===== src/rtl/imem_loader.sv =====
// imem_loader: instruction-memory writer fed by a byte stream.
// The stream is a big-endian 16-bit word count followed by that many
// big-endian 32-bit words, written to consecutive addresses from 0.
// cpu_hold stays high for the whole session so the core can be kept in reset.

module imem_loader #(
    parameter int ADDR_W = 9,
    parameter int DATA_W = 32,
    parameter int DEPTH  = 512
) (
    input  logic              clk,
    input  logic              reset,
    input  logic              start,
    input  logic [7:0]        byte_data,
    input  logic              byte_valid,
    output logic              byte_ready,
    output logic [ADDR_W-1:0] mem_addr,
    output logic [DATA_W-1:0] mem_data,
    output logic              mem_we,
    output logic              cpu_hold,
    output logic              done,
    output logic              err,
    output logic [15:0]       words_loaded
);

    typedef enum logic [2:0] {
        S_IDLE,
        S_CNT_HI,
        S_CNT_LO,
        S_WORD,
        S_WRITE,
        S_DONE
    } state_t;

    localparam logic [16:0] DEPTH_X = 17'(DEPTH);

    state_t      state;
    state_t      next_state;
    logic [15:0] count;
    logic [15:0] index;
    logic [1:0]  byte_cnt;
    logic [23:0] shift;
    logic [15:0] header;
    logic        accept;
    logic        in_range;
    logic        last_word;

    // Full count as it will look once the low header byte is taken.
    assign header    = {count[15:8], byte_data};
    assign accept    = byte_valid && byte_ready;
    // Words past the end of memory are drained but never written.
    assign in_range  = {1'b0, index} < DEPTH_X;
    assign last_word = (index + 16'd1) == count;

    // State register.
    always_ff @(posedge clk or negedge reset) begin
        if (!reset) begin
            state <= S_IDLE;
        end else begin
            state <= next_state;
        end
    end

    // Next-state logic; byte_ready depends on state alone.
    always_comb begin
        next_state = state;
        byte_ready = 1'b0;
        case (state)
            S_IDLE: begin
                if (start) begin
                    next_state = S_CNT_HI;
                end
            end
            S_CNT_HI: begin
                byte_ready = 1'b1;
                if (byte_valid) begin
                    next_state = S_CNT_LO;
                end
            end
            S_CNT_LO: begin
                byte_ready = 1'b1;
                if (byte_valid) begin
                    next_state = (header == 16'd0) ? S_DONE : S_WORD;
                end
            end
            S_WORD: begin
                byte_ready = 1'b1;
                if (byte_valid && (byte_cnt == 2'd3)) begin
                    next_state = S_WRITE;
                end
            end
            S_WRITE: begin
                next_state = last_word ? S_DONE : S_WORD;
            end
            S_DONE: begin
                next_state = S_IDLE;
            end
            default: begin
                next_state = S_IDLE;
            end
        endcase
    end

    // Datapath and registered outputs; write strobes and done are one-cycle pulses
    // that line up with the WRITE and DONE states respectively.
    always_ff @(posedge clk or negedge reset) begin
        if (!reset) begin
            count        <= '0;
            index        <= '0;
            byte_cnt     <= '0;
            shift        <= '0;
            mem_addr     <= '0;
            mem_data     <= '0;
            mem_we       <= 1'b0;
            cpu_hold     <= 1'b0;
            done         <= 1'b0;
            err          <= 1'b0;
            words_loaded <= '0;
        end else begin
            mem_we   <= 1'b0;
            done     <= 1'b0;
            cpu_hold <= (next_state != S_IDLE);
            case (state)
                S_IDLE: begin
                    if (start) begin
                        err          <= 1'b0;
                        words_loaded <= '0;
                        index        <= '0;
                        byte_cnt     <= '0;
                    end
                end
                S_CNT_HI: begin
                    if (accept) begin
                        count[15:8] <= byte_data;
                    end
                end
                S_CNT_LO: begin
                    if (accept) begin
                        count[7:0] <= byte_data;
                        if ({1'b0, header} > DEPTH_X) begin
                            err <= 1'b1;
                        end
                        if (header == 16'd0) begin
                            done <= 1'b1;
                        end
                    end
                end
                S_WORD: begin
                    if (accept) begin
                        shift    <= {shift[15:0], byte_data};
                        byte_cnt <= byte_cnt + 2'd1;
                        if ((byte_cnt == 2'd3) && in_range) begin
                            mem_we   <= 1'b1;
                            mem_addr <= index[ADDR_W-1:0];
                            mem_data <= DATA_W'({shift, byte_data});
                        end
                    end
                end
                S_WRITE: begin
                    if (in_range) begin
                        words_loaded <= words_loaded + 16'd1;
                    end
                    index <= index + 16'd1;
                    if (last_word) begin
                        done <= 1'b1;
                    end
                end
                default: begin
                end
            endcase
        end
    end

endmodule


===== config.mk =====
export PLATFORM = sky130hd
export DESIGN_NAME = imem_loader
export DESIGN_NICKNAME = d
export VERILOG_FILES = /design/src/rtl/imem_loader.sv
export SDC_FILE = /design/constraint.sdc
export NUM_CORES = 1
export LEC_CHECK = 0
export CORE_ASPECT_RATIO = 1.4
export CORE_UTILIZATION = 55
export DETAILED_ROUTE_END_ITERATION = 10
export GPL_TIMING_DRIVEN = 0
export PLACE_DENSITY_LB_ADDON = 0.3
export SLEW_MARGIN = 0
export SYNTH_ARGS = -nofsm -noshare
export SYNTH_HDL_FRONTEND = slang
export SYNTH_SLANG_ARGS = --single-unit

===== constraint.sdc =====
create_clock -name clk -period 2.63 [get_ports clk]
set_clock_uncertainty 0.1 [all_clocks]
set_input_delay 0.789 -clock clk [delete_from_list [all_inputs] [get_ports clk]]
set_output_delay 0.789 -clock clk [all_outputs]
set_load 0.02 [all_outputs]

### Word level (Yosys, flattened, before mapping)

Cells that the tools add are included.
W data, S select, Z words.

| operators by class | value |
|---|---|
| add/subtract/negate cells | 3 |
| multipliers | 0 |
| div/mod/pow operators | 0 |
| $lt $le $gt $ge | 2 |
| equal/unequal tests | 11 |
| shift operators | 0 |
| mux-type cells | 26 |
| bitwise logic cells | 0 |
| reduce and logical (&&, ||, !) cells | 18 |

Operator list:

| cell | count |
|---|---|
| $pmux W16 S2 | 2 |
| $add A16 B1 Y16 const B | 2 |
| $mux W16 | 2 |
| $mux W3 | 6 |
| $eq A16 B16 Y1 | 1 |
| $gt A16 B10 Y1 const B | 1 |
| $logic_not A16 Y1 | 1 |
| $lt A16 B10 Y1 const B | 1 |
| $pmux W3 S5 | 1 |
| $mux W1 | 10 |
| $ne A2 B2 Y1 const B | 5 |
| $reduce_and A3 Y1 | 3 |
| $reduce_and A2 Y1 | 4 |
| $eq A3 B2 Y1 const B | 2 |
| $reduce_bool A2 Y1 | 3 |
| $mux W2 | 2 |
| $pmux W1 S2 | 2 |
| $pmux W2 S2 | 1 |
| $reduce_and A4 Y1 | 1 |
| $eq A3 B1 Y1 const B | 1 |
| $eq A3 B3 Y1 const B | 1 |
| $logic_and A1 B1 Y1 | 3 |
| $logic_not A3 Y1 | 1 |
| $reduce_bool A3 Y1 | 1 |
| 3 further kinds | 3 |

| storage, ports and cells | value |
|---|---|
| register bits | 122 |
| bits in latches | 0 |
| memory bits (writable) | 0 |
| bits in read-only memories | 0 |
| input port bits | 12 |
| output and inout port bits | 62 |
| word-level logic and storage cells | 73 |
| memories | 0 |

### Depth between registers and ports, before layout

Gate-level depths: netlist of run 1.

| logic depth | value |
|---|---|
| depth in word-level cells | 6 |
| gate-level depth with buffers | 8 |
| gate-level depth less buffers | 7 |

### Least setup slack after synthesis of run 1

OpenSTA, ideal clock, no wires.

| timing path | value |
|---|---|
| path kind | in2reg |
| start point | input byte_valid |
| end point | register mem_data[0] |
| setup time | 0.125 ns |
| arrival | 2.188 ns |
| required time | 2.405 ns |
| slack | 0.217 ns |
| cell stages on the path | 7 |
| path buffers | 3 |
| cell sequence | nor2b_1 > and3_1 > buf_6 > and4_1 > clkbuf_1 > buf_2 > mux2_2 |

| between the ends | value |
|---|---|
| cells in the longest elaborated chain, start to end | 2 |

RTL lines:

| what | RTL line | RTL |
|---|---|---|
| start, declared | 15 | `input logic byte_valid,` |
| $logic_and A1 B1 Y1 | 50 | `assign accept = byte_valid && byte_ready;` |
| $reduce_and A3 Y1 (no line) | n/a |  |
| end signal, assigned | 155 | `mem_data <= DATA_W'({shift, byte_data});` |
| end, declared | 18 | `output logic [DATA_W-1:0] mem_data,` |

No other way between the ends.
A chain may end at the register's enable or synchronous reset.

### Worst setup path after layout of run 1

| timing path | value |
|---|---|
| start point | register index[1] |
| end point | register done |

| between the ends | value |
|---|---|
| cells in the longest elaborated chain, start to end | 4 |

RTL lines:

| what | RTL line | RTL |
|---|---|---|
| start, declared | 40 | `logic [15:0] index;` |
| start signal, assigned | 163 | `index <= index + 16'd1;` |
| $add A16 B1 Y16 | 53 | `assign last_word = (index + 16'd1) == count;` |
| $eq A16 B16 Y1 | 53 |  |
| $mux W1 | 164 | `if (last_word) begin` |
| $pmux W1 S2 | 123 | `case (state)` |
| end signal, assigned | 116 | `done <= 1'b0;` |
| end signal, assigned | 121 | `done <= 1'b0;` |
| end signal, assigned | 165 | `done <= 1'b1;` |
| end, declared | 21 | `output logic done,` |

No other way between the ends.

==> results of run 1 <==
-- Yosys cell counts (all sizes together) (4+ instances only) --
library cell,n
nor2,36
xnor2,22
xor2,13
nand2,93
o21ai,27
buf,19
mux2,59
dfrtp,122
nor3,4
o31ai,10
a21oi,6
nand4,8
nor4,6
inv,4
nand3,18
and3,12
nor2b,4
clkbuf,13
-- power breakdown --
part	internal, mW	switching, mW	leakage [nW]	total [mW]
Sequential	2.54	0.553	1.60	3.10
Combinational	1.37	1.45	1.44	2.81
Clock	1.84	0.884	0.339	2.72
Total	5.75	2.88	3.38	8.63
-- routing by layer --
| layer | up-vias | track usage (%) | routed length (um) |
|---|---|---|---|
| li1 | 1986 | - | - |
| met1 | 2173 | 33.7 | 5560 |
| met2 | 151 | 49.1 | 7660 |
| met3 | 25 | 7.87 | 701 |
| met4 | 0 | 10.6 | 288 |
| met5 | - | 0 | 0 |
-- what timing repair did --
item                                   in CTS  in global routing
pin swaps                                   1                  1
endpoints found under the hold margin       0                  0
setup buffers                               1                  2
hold buffers                                0                  0
gates resized for setup                    17                  9
setup endpoints to repair                  50                 55
-- cell type report --
cell class,count,area [um2]
sequential,122,3060
fill,670,2590
multi-input combinational,360,2470
timing repair buffer,77,786
clock buffer,19,453
clock inverter,13,238
buffer,30,225
tap,135,169
inverter,4,15.0
-- worst max-delay path, delay by kind of cell, from the launching register on --
| family | cells | cell delay (ns) |
|---|---|---|
| compound gates | 3 | 0.76 |
| flops | 1 | 0.43 |
| xor+xnor | 1 | 0.21 |
| buf+inv | 1 | 0.15 |
| simple gates | 2 | 0.82 |
-- final timing paths --
check | startpoint | end | slack [ns] | cells after the start
setup / recovery | index[1]$_DFFE_PN0P_ | done$_DFF_PN0_ | 0.06 | 7
hold / removal | reset | mem_addr[7]$_DFFE_PN0P_ | 0.23 | 1
setup reg to reg | index[1]$_DFFE_PN0P_ | done$_DFF_PN0_ | 0.06 | 7
hold reg to reg | shift[16]$_DFFE_PN0P_ | shift[16]$_DFFE_PN0P_ | 0.38 | 2
max in group asynchronous | reset | mem_data[9]$_DFFE_PN0P_ | 1.51 | 2
min in group clk | shift[16]$_DFFE_PN0P_ | shift[16]$_DFFE_PN0P_ | 0.38 | 2
-- registers in the layout, summed over array words and instances, names as in the netlist --
signal,flops
err,1
byte_cnt,2
done,1
mem_addr,9
cpu_hold,1
shift,24
count,16
mem_data,32
state,3
index,16
words_loaded,16
mem_we,1
-- cells by family after synthesis --
kind of cell    synth area share, %
compound gates                 7.70
xor+xnor                       5.80
fa+ha+maj                     0.660
mux                            11.9
flops                          53.6
buf+inv                        4.02
simple gates                   16.3
==> flow_summary.json, run 1 <==
{
  "drc": 0,
  "tritoncts": "yes",
  "fin_ws_ns": 0.0552,
  "die_h_um": 122,
  "synthArstFlopShare_pct": 100,
  "ys_seq_area_share_pct": 53.6,
  "syn_area_mm2": 0.00569,
  "vias": 4335,
  "ios": 74,
  "syn_inst": 518,
  "placed_area_mm2": 0.00662,
  "first_iter_violations": 270,
  "tightest_slew_ns": 0.638,
  "mostFrequentLayoutCells": "120 x dfrtp_1, 93 x nand2_1, 69 x clkdlybuf4s50_1",
  "slew_violations": 0,
  "dr.pass1.iters": 5,
  "grt_max_degree": 67,
  "drv_cap": 0,
  "core.rowCount": 43,
  "dpl.hpwl_mm": 9.10,
  "cp.arrival_ns": 2.78,
  "slowest_stage": "or4_4",
  "synth_warnings": 0,
  "irDropWorstVdd_mv": 0.898,
  "start_util_pct": 56.9,
  "antenna_cells": 0,
  "die_w_um": 88.0,
  "p_per_area_mw_per_mm2": 1160,
  "hold_ws_ns": 0.234,
  "max_slew_margin_pct": 57.2,
  "dp_cells": 727,
  "crit_chain": "buf_4 > and3_2 > xor3_1 > a311oi_1 > o2111ai_1 > or4_4 > o31ai_1",
  "drive_gt1_share_pct": 22.4,
  "synth-edff-count": 0,
  "clock-root-buffer": "clkbuf_16",
  "antenna_found_initial": 0,
  "rsz0062_at_grt": "no",
  "final_util_pct": 74.1,
  "fp.dieArea_mm2": 0.0108,
  "critical_path_required_ns": 2.83,
  "clock-sinks": 122,
  "fin_nets": 627,
  "yosysTopAreaCell": "dfrtp_1",
  "wl_mm": 14.2,
  "wire_per_inst_um": 18.7,
  "fin_total_pwr_mw": 8.63,
  "p_leak_nw": 3.38,
  "min_period_ns": 2.57,
  "fin_area_mm2": 0.00741,
  "critical_path.max_fanout": 3,
  "syn2layout_area_growth_pct": 30.3,
  "cts.reportedPaths.clkPinSlew_ns": 0.06,
  "cp-start-kind": "register",
  "syn-num-nets": 533,
  "pre_cts_ws_ns": -0.832,
  "timing.setup.tns_ns": 0,
  "grt.overflow.total": 0,
  "synth_top_area_share_pct": 53.6,
  "outcome": "complete, no violations",
  "finalCritPeriodShare_pct": 97.9,
  "instances_no_fill": 760,
  "hold_violations": 0,
  "ys_types": 53,
  "cts_buffers": 17,
  "fmax_mhz": 388,
  "synth_area_leaders": "dfrtp_1 54%, mux2_2 12%, nand2_1 6.1%, xnor2_1 3.4%, nor2_1 2.4%",
  "track_usage_pct": 28.5,
  "min_path_type": "input port to async pin",
  "clock_path_buffers": 2,
  "clk_latency_ns": 0.41,
  "globalplace.congestion": 0.908,
  "path_class": "register to register",
  "ys_seq_elements": 122,
  "synth_ff_type": "dfrtp_1",
  "final_common_cell": "dfrtp_1",
  "setup_viol": 0,
  "grt_pass1_wl_mm": 22.4,
  "via_per_inst": 5.70,
  "ant_nets": 0,
  "htree_num_levels": 4,
  "cp_slowest_stage_delay_ns": 0.59,
  "grt_pass1_vias": 4287,
  "end_kind": "register",
  "portBuffers": 73,
  "core_area_mm2": 0.0100,
  "syn_avg_cell_area_um2": 11.0
}
Power figures use the tool's default switching activity.
==> run 2: changes to the inputs <==
CTS_BUF_LIST = sky130_fd_sc_hd__clkbuf_16   (was not set)
==> flow_summary.json, run 2 (synthesized netlist as in run 1, its figures left out) <==
{
  "outcome": "complete, no violations",
  "ios": 74,
  "max_slew_margin_pct": 56.0,
  "track_usage_pct": 27.7,
  "cts_buffers": 17,
  "tightest_slew_ns": 0.656,
  "grt_pass1_vias": 4308,
  "clock-root-buffer": "clkbuf_16",
  "instances_no_fill": 758,
  "grt.overflow.total": 0,
  "drive_gt1_share_pct": 21.8,
  "setup_viol": 0,
  "slowest_stage": "or4_4",
  "core_area_mm2": 0.0100,
  "fp.dieArea_mm2": 0.0108,
  "largest-register": "mem_data",
  "final_util_pct": 73.8,
  "tritoncts": "yes",
  "drc": 0,
  "antenna_cells": 0,
  "dp_cells": 727,
  "portBuffers": 73,
  "hold_ws_ns": 0.234,
  "clock-sinks": 122,
  "dpl.hpwl_mm": 9.10,
  "wire_per_inst_um": 18.0,
  "globalplace.congestion": 0.908,
  "antenna_found_initial": 0,
  "drv_cap": 0,
  "cts.reportedPaths.clkPinSlew_ns": 0.06,
  "irDropWorstVdd_mv": 0.718,
  "dr.pass1.iters": 5,
  "rsz0062_at_grt": "no",
  "ant_nets": 0,
  "min_period_ns": 2.55,
  "via_per_inst": 5.69,
  "p_leak_nw": 3.37,
  "clk_latency_ns": 0.41,
  "die_w_um": 88.0,
  "path_class": "register to register",
  "min_path_type": "input port to async pin",
  "fin_nets": 625,
  "critical_path.max_fanout": 7,
  "cp_slowest_stage_delay_ns": 0.59,
  "multi_input_area_mm2": 0.00247,
  "end_kind": "register",
  "start_util_pct": 56.9,
  "clock_path_buffers": 2,
  "die_h_um": 122,
  "holdBufCountCts": 0,
  "largest_reg_flops": 32,
  "reg.largest.list": "mem_data x32, shift x24",
  "syn2layout_area_growth_pct": 29.7,
  "wl_mm": 13.7,
  "final_common_cell": "dfrtp_1",
  "hold_violations": 0,
  "fill_cells": 669,
  "cp.arrival_ns": 2.75,
  "first_iter_violations": 278,
  "grt_pass1_wl_mm": 21.9,
  "p_per_area_mw_per_mm2": 1160,
  "htree_num_levels": 4,
  "slew_violations": 0,
  "grt_max_degree": 67,
  "critical_path_required_ns": 2.83,
  "crit_chain": "buf_4 > and3_2 > xor3_1 > a311oi_2 > o2111ai_1 > or4_4 > o31ai_1",
  "core.rowCount": 43,
  "mostFrequentLayoutCells": "120 x dfrtp_1, 93 x nand2_1, 68 x clkdlybuf4s50_1",
  "fmax_mhz": 393,
  "seq_area_mm2": 0.00306,
  "finalCritPeriodShare_pct": 96.8,
  "cp-start-kind": "register",
  "vias": 4310
}
==> run 2: cell count changes in the layout (fill, tap and decap cells not counted), sizes merged <==
cell | previous run | this run
buf | 23 | 21
clkbuf | 31 | 29
clkinv | 4 | 6
clkdlybuf4s50 | 69 | 68
dlymetal6s2s | 2 | 3
==> run 2: repair_timing <==
item / 4_1_cts / 5_1_grt
pin swaps: 0 / 1
endpoints found under the setup margin: 52 / 55
resized for setup: 17 / 10
buffers inserted: 1 / 0
==> run 2: path summary, 6_finish.rpt <==
path                                            start                     to  slack (ns)  cells past startpoint
worst min-delay path                            reset   index[9]$_DFFE_PN0P_        0.23                      1
worst max register to register   index[0]$_DFFE_PN0P_         done$_DFF_PN0_        0.08                      7
min in group clk                shift[16]$_DFFE_PN0P_  shift[16]$_DFFE_PN0P_        0.38                      2
worst min register to register  shift[16]$_DFFE_PN0P_  shift[16]$_DFFE_PN0P_        0.38                      2
max in group asynchronous                       reset  count[11]$_DFFE_PN0P_        1.52                      2
worst max-delay path             index[0]$_DFFE_PN0P_         done$_DFF_PN0_        0.08                      7
==> run 2: final cells by class <==
| class | instances | share of cell area (%) |
|---|---|---|
| flip-flops and latches | 122 | 41.4 |
| multi-input cells | 360 | 33.5 |
| repair buffers | 75 | 10.5 |
| clock buffers | 17 | 5.76 |
| clock inverters | 15 | 3.32 |
| plain buffers | 30 | 3.05 |
| well taps | 135 | 2.29 |
| inverters | 4 | 0.203 |
==> run 2: critical path, delay by kind of cell (launching register included) <==
| kind | cells | cell delay [ns] |
|---|---|---|
| and+or+nand+nor | 2 | 0.79 |
| AOI/OAI and AO/OA | 3 | 0.75 |
| DFF | 1 | 0.39 |
| xor gates and xnor gates | 1 | 0.26 |
| buffers and inverters | 1 | 0.16 |
==> run 2: power breakdown <==
| group | internal [mW] | switching, mW |
|---|---|---|
| clock | 1.78 | 0.875 |
| combinational | 1.37 | 1.44 |
| sequential | 2.54 | 0.538 |
==> run 2: metal layers <==
metal | vias to the layer above | wire (um) | global-route usage, %
met5 | - | 0 | 0
li1 | 1992 | - | -
met1 | 2174 | 5380 | 33.4
met2 | 121 | 7450 | 47.7
met3 | 23 | 630 | 7.46
met4 | 0 | 211 | 9.32
==> run 2: metrics by stage <==
step	cell area [um2]	TNS, ns	setup WS, ns	power [mW]
6_report	7380	0	0.0838	8.55
5_1_grt	7380	0	0.00929	8.96
4_1_cts	7330	0	0.00216	8.54
3_5_place_dp	6620	-40.97	-0.832	5.77
3_3_place_gp	6590	-520.48	-3.97	5.68
2_1_floorplan	5690	0	0.217	4.70
